--- config.mk ---
export PLATFORM = sky130hd
export DESIGN_NAME = mire_writer
export DESIGN_NICKNAME = d
export VERILOG_FILES = /design/src/rtl/mire_writer.sv
export SDC_FILE = /design/constraint.sdc
export NUM_CORES = 1
export LEC_CHECK = 0
export CAP_MARGIN = 10
export CORE_UTILIZATION = 35
export CTS_CLUSTER_SIZE = 28
export DETAILED_ROUTE_END_ITERATION = 8
export PLACE_DENSITY_LB_ADDON = 0.3
export SLEW_MARGIN = 20
export SYNTH_ARGS = -nofsm -noshare
export SYNTH_HDL_FRONTEND = slang
export SYNTH_SLANG_ARGS = --single-unit
--- constraint.sdc ---
create_clock -name clk -period 3.4 [get_ports clk]
set_clock_uncertainty 0.2 [all_clocks]
set_input_delay 0.51 -clock clk [delete_from_list [all_inputs] [get_ports clk]]
set_output_delay 0.51 -clock clk [all_outputs]
set_load 0.005 [all_outputs]
--- src/rtl/mire_writer.sv ---
// mire_writer: Wishbone master that paints a grid + gradient test pattern
// into the framebuffer, one 32-bit word per pixel in raster order. It gives
// up the bus for one cycle after every BURST words so the scan-out reader
// sharing the SDRAM is never starved.
module mire_writer #(
  parameter int unsigned HDISP      = 800,
  parameter int unsigned VDISP      = 480,
  parameter logic [31:0] BASE       = 32'h0,
  parameter int unsigned BURST      = 64,
  parameter int unsigned CONTINUOUS = 0
) (
  input  logic        clk,
  input  logic        rst_n,
  input  logic        enable,
  output logic [31:0] adr,
  output logic [31:0] dat_ms,
  output logic        we,
  output logic [3:0]  sel,
  output logic        stb,
  output logic        cyc,
  output logic [2:0]  cti,
  output logic [1:0]  bte,
  input  logic        ack,
  output logic        frame_done
);

  localparam int XW = (HDISP > 1) ? $clog2(HDISP) : 1;
  localparam int YW = (VDISP > 1) ? $clog2(VDISP) : 1;
  localparam int BW = $clog2(BURST + 1);

  localparam logic [XW-1:0] X_LAST = XW'(HDISP - 1);
  localparam logic [YW-1:0] Y_LAST = YW'(VDISP - 1);
  localparam logic [BW-1:0] B_LAST = BW'(BURST - 1);

  typedef enum logic [1:0] {IDLE, WRITE, PAUSE} state_t;

  state_t        state;
  logic [XW-1:0] x, x_nxt;
  logic [YW-1:0] y, y_nxt;
  logic [BW-1:0] bcnt;
  logic          x_wrap, last_px, burst_hit;

  // Grid lines every 16 pixels in white, elsewhere a coordinate gradient.
  function automatic logic [31:0] pattern(input logic [XW-1:0] px,
                                          input logic [YW-1:0] py);
    logic [7:0] x8, y8;
    x8 = 8'(px);
    y8 = 8'(py);
    if (x8[3:0] == 4'd0 || y8[3:0] == 4'd0) return 32'h00FF_FFFF;
    return {8'h00, x8, y8, 8'h80};
  endfunction

  assign sel = 4'b1111;
  assign cti = 3'd0;
  assign bte = 2'd0;

  // Raster position of the pixel after the current one (wraps to 0,0 at frame end).
  always_comb begin
    x_wrap    = (x == X_LAST);
    last_px   = x_wrap && (y == Y_LAST);
    burst_hit = (bcnt == B_LAST);
    x_nxt     = x_wrap ? '0 : x + 1'b1;
    y_nxt     = y;
    if (x_wrap) y_nxt = last_px ? '0 : y + 1'b1;
  end

  // Write FSM; every bus output is registered so ack never reaches an output combinationally.
  always_ff @(posedge clk or negedge rst_n) begin
    if (!rst_n) begin
      state      <= IDLE;
      cyc        <= 1'b0;
      stb        <= 1'b0;
      we         <= 1'b0;
      adr        <= BASE;
      x          <= '0;
      y          <= '0;
      bcnt       <= '0;
      frame_done <= 1'b0;
      dat_ms     <= pattern('0, '0);
    end else begin
      frame_done <= 1'b0;
      unique case (state)
        IDLE: begin
          if (enable) begin
            state <= WRITE;
            cyc   <= 1'b1;
            stb   <= 1'b1;
            we    <= 1'b1;
          end
        end
        WRITE: begin
          // adr/dat_ms only move on ack, so they are stable while the slave waits.
          if (ack) begin
            x      <= x_nxt;
            y      <= y_nxt;
            dat_ms <= pattern(x_nxt, y_nxt);
            if (last_px) begin
              // Frame end outranks burst end; position rewinds to the origin.
              adr        <= BASE;
              bcnt       <= '0;
              frame_done <= 1'b1;
              cyc        <= 1'b0;
              stb        <= 1'b0;
              we         <= 1'b0;
              state      <= (CONTINUOUS != 0 && enable) ? PAUSE : IDLE;
            end else begin
              adr <= adr + 32'd4;
              if (!enable) begin
                // Position and burst count survive so re-enable resumes in place.
                bcnt  <= burst_hit ? '0 : bcnt + 1'b1;
                cyc   <= 1'b0;
                stb   <= 1'b0;
                we    <= 1'b0;
                state <= IDLE;
              end else if (burst_hit) begin
                bcnt  <= '0;
                cyc   <= 1'b0;
                stb   <= 1'b0;
                we    <= 1'b0;
                state <= PAUSE;
              end else begin
                bcnt <= bcnt + 1'b1;
              end
            end
          end
        end
        PAUSE: begin
          // One released cycle lets the arbiter grant the reader.
          if (enable) begin
            state <= WRITE;
            cyc   <= 1'b1;
            stb   <= 1'b1;
            we    <= 1'b1;
          end else begin
            state <= IDLE;
          end
        end
        default: begin
          state <= IDLE;
          cyc   <= 1'b0;
          stb   <= 1'b0;
          we    <= 1'b0;
        end
      endcase
    end
  end

endmodule

==> flow_metrics.py <==
metrics = {
    "final_layout": {
        "syn2layout_area_growth_pct": 22.2,
        "antenna_cells": 0,
        "final_cells": 644,
        "regArea_sq_um": 1950,
        "n_fill_cell": 1103,
        "multi_input_area_sq_um": 1920,
        "drive_above_1_share_pct": 10.2,
        "post-route-cell-area_sq_um": 5090,
        "finalNetCount": 504,
    },
    "synth": {
        "synth_edf_count": 0,
        "syn_avg_cell_area_sq_um": 9.32,
        "synthFlopType": "dfrtp_1",
        "ys_seq_elements": 77,
        "ys_seq_area_share_pct": 46.8,
        "ys_types": 50,
        "postSynthCellCount": 447,
        "synthesis.area_sq_um": 4160,
        "synth-async-reset-ratio_pct": 100,
        "yosysWarnings": 0,
    },
    "clocking": {
        "ctsRootBufferMaster": "clkbuf_16",
        "ctsResizeCount": 0,
        "post-cts-setup-buffers": 0,
        "cts_buffers": 9,
        "holdBufCountCts": 0,
        "clk_pin_slew_worst_paths_ns": 0.06,
        "cts_sinks": 77,
        "cts_tree": "built",
        "clock_path_buffers": 2,
        "clk_latency_ns": 0.33,
        "ctsHtreeMaxLevel": 3,
    },
    "global_routing": {
        "grtUsageTotal_pct": 15.7,
        "grt_pass1_vias": 3187,
        "grt-ovfl-total": 0,
        "grt_antenna_before_repair": 0,
        "grt_start_max_net_pins": 78,
        "grt_pass1_wl_mm": 15.7,
    },
    "timing": {
        "period_needed_ns": 2.91,
        "rsz0062_at_grt": "no",
        "finalHoldViolCount": 0,
        "tns_ns": 0,
        "holdWs_ns": 0.126,
        "tightest_slew_ns": 1.04,
        "fmax_mhz": 344,
        "maxSlewHeadroom_pct": 29.8,
        "drv_slew": 0,
        "finalCritPeriodShare_pct": 85.4,
        "setup_viol": 0,
    },
    "outcome": {
        "status": "finished, violations left",
        "violations": "DRC",
    },
    "power_and_ir_drop": {
        "vdd_ir_drop_max_mv": 0.247,
        "p_leak_nw": 2.04,
        "powerDensity_nw_per_um2": 594,
    },
    "setup_path": {
        "critPathTopFamily": "simple AND/OR/NAND/NOR gates",
        "crit_fanout": 17,
        "worstSetupEndpointType": "flip-flop",
        "crit_buf_inv": 0,
        "worst_setup_path_start_kind": "flip-flop",
        "slowest_delay_ns": 0.47,
        "cp_slowest_cell": "nor3_2",
        "critical_path.cell_chain": "ha_1 -> nand4_1 -> nor3_2 -> mux2i_1 -> nand4_4 -> a41oi_1",
        "required_ns": 3.44,
        "worstPathArrival_ns": 2.95,
        "path_class": "reg2reg",
    },
    "die": {
        "core-area_sq_um": 11500,
        "die_h_um": 111,
        "rows": 39,
        "die-area_sq_um": 12300,
        "ioPinCount": 81,
        "die_x_um": 111,
        "initial_core_util_pct": 36.2,
    },
    "hold_path": {
        "hold_path_class": "in2async",
    },
    "flow_run": {
        "cap_violations": 0,
    },
    "place": {
        "place_inst": 628,
        "dp_hpwl_mm": 6.17,
        "routabilityCongestion": 0.891,
        "portBuffers": 60,
        "place_area_sq_um": 4750,
    },
    "routing": {
        "drt-wirelength-per-cell_um": 14.1,
        "drcViolationCount": 14,
        "wl_mm": 9.11,
        "drtIter0Drc": 239,
        "vias": 3312,
        "vias_per_cell": 5.14,
        "dr.pass1.iters": 8,
        "ant_nets": 0,
    },
}
[placed cells by master (no fill, tap or decap), types with 14 or more instances in the layout]
cell type / synthesis / final
dfstp_2: 17 / 17
nand2_1: 38 / 38
dfrtp_1: 60 / 60
nor4_1: 14 / 14
nand3_1: 23 / 23
xnor2_1: 29 / 29
nor2_1: 51 / 51
conb_1: 2 / 20
a31oi_1: 17 / 17
clkdlybuf4s50_1: 0 / 59
o21ai_0: 30 / 30
[flip-flops by register name, summed over array words and instances, names as in the netlist]
| name | count |
|---|---|
| bcnt | 7 |
| y | 9 |
| adr | 30 |
| x | 10 |
| state | 2 |
| cyc | 1 |
| dat_ms | 17 |
| frame_done | 1 |
[stage by stage]
| step | total power (W) | setup slack, ns | utilization [%] |
|---|---|---|---|
| floorplan | 0.00165 | 0.953 | - |
| global placement | 0.00193 | 0.735 | 41.2 |
| detailed placement | 0.00195 | 0.550 | 41.2 |
| CTS | 0.00306 | 0.535 | 44.2 |
| global route | 0.00320 | 0.272 | 44.2 |
| finish | 0.00302 | 0.495 | 44.2 |
[logic make-up (layout without fill, tap and decap cells)]
group | Yosys count | count (layout) | synth area share (%)
xor gates and xnor gates | 35 | 35 | 7.36
and+or+nand+nor | 187 | 187 | 23.3
AOI/OAI and AO/OA | 79 | 79 | 11.4
adders and majority gates | 4 | 4 | 1.20
DFF | 77 | 77 | 46.8
buffers and inverters | 59 | 95 | 8.80
muxes | 4 | 4 | 0.962
other | 2 | 20 | 0.180
[routing by layer]
layer  wire length [um]  up-vias  GRT usage, %
li1                   -     1623             -
met1               4270     1561          21.7
met2               4190      112          24.0
met3                510       16          3.88
met4                140        0          5.23
met5                  0        -             0
[path summary, 6_finish.rpt]
check                      depth (start not counted)  slack [ns]      from         end
min reg2reg                                        1        0.29  state[1]    state[0]
max in group asynchronous                          1        2.24     rst_n        y[6]
max                                                6        0.49      x[0]  dat_ms[14]
min                                                1        0.13     rst_n     adr[11]
max reg2reg                                        6        0.49      x[0]  dat_ms[14]
min in group clk                                   1        0.29  state[1]    state[0]
[cell usage after synthesis, types with 2 or more instances]
cell / instances / share of area, %
nor2b_1: 7 / 1.1
nand3_1: 23 / 2.8
a31oi_1: 17 / 2.6
inv_1: 10 / 0.90
clkbuf_1: 14 / 1.3
a22o_1: 3 / 0.63
a21oi_1: 13 / 1.6
dfstp_2: 17 / 11
mux2i_1: 4 / 0.96
and3_1: 8 / 1.2
nand2b_1: 5 / 0.75
nand2_1: 38 / 3.4
nand4_1: 8 / 1.2
conb_1: 2 / 0.18
dfrtp_1: 60 / 36
buf_6: 5 / 1.4
nor4_1: 14 / 2.1
xor2_1: 6 / 1.3
o21ai_0: 30 / 3.6
nor3_1: 10 / 1.2
xnor2_1: 29 / 6.1
o31ai_1: 4 / 0.72
nor2_1: 51 / 4.6
or3_1: 5 / 0.75
ha_1: 4 / 1.2
and4_1: 4 / 0.84
or4_1: 2 / 0.36
o22ai_1: 2 / 0.30
and3b_1: 2 / 0.42
o21bai_1: 2 / 0.36
buf_2: 2 / 0.24
buf_4: 28 / 5.0
[where the power goes]
part           leakage, nW  total (W)  switching (W)  internal (W)
Clock                0.163    0.00109       0.000374      0.000717
Sequential           0.973    0.00129       0.000167       0.00112
Combinational        0.908   0.000648       0.000281      0.000367
Total                 2.04    0.00302       0.000822       0.00220
[final cells by class]
type,instances,share of cell area [%]
Inverter,10,0.738
Sequential cell,77,38.3
Timing Repair Buffer,69,13.1
Clock inverter,6,2.19
Multi-Input combinational cell,329,37.7
Clock buffer,10,4.50
Tap cell,143,3.52
No activity file was read; power rests on OpenSTA's default activity.
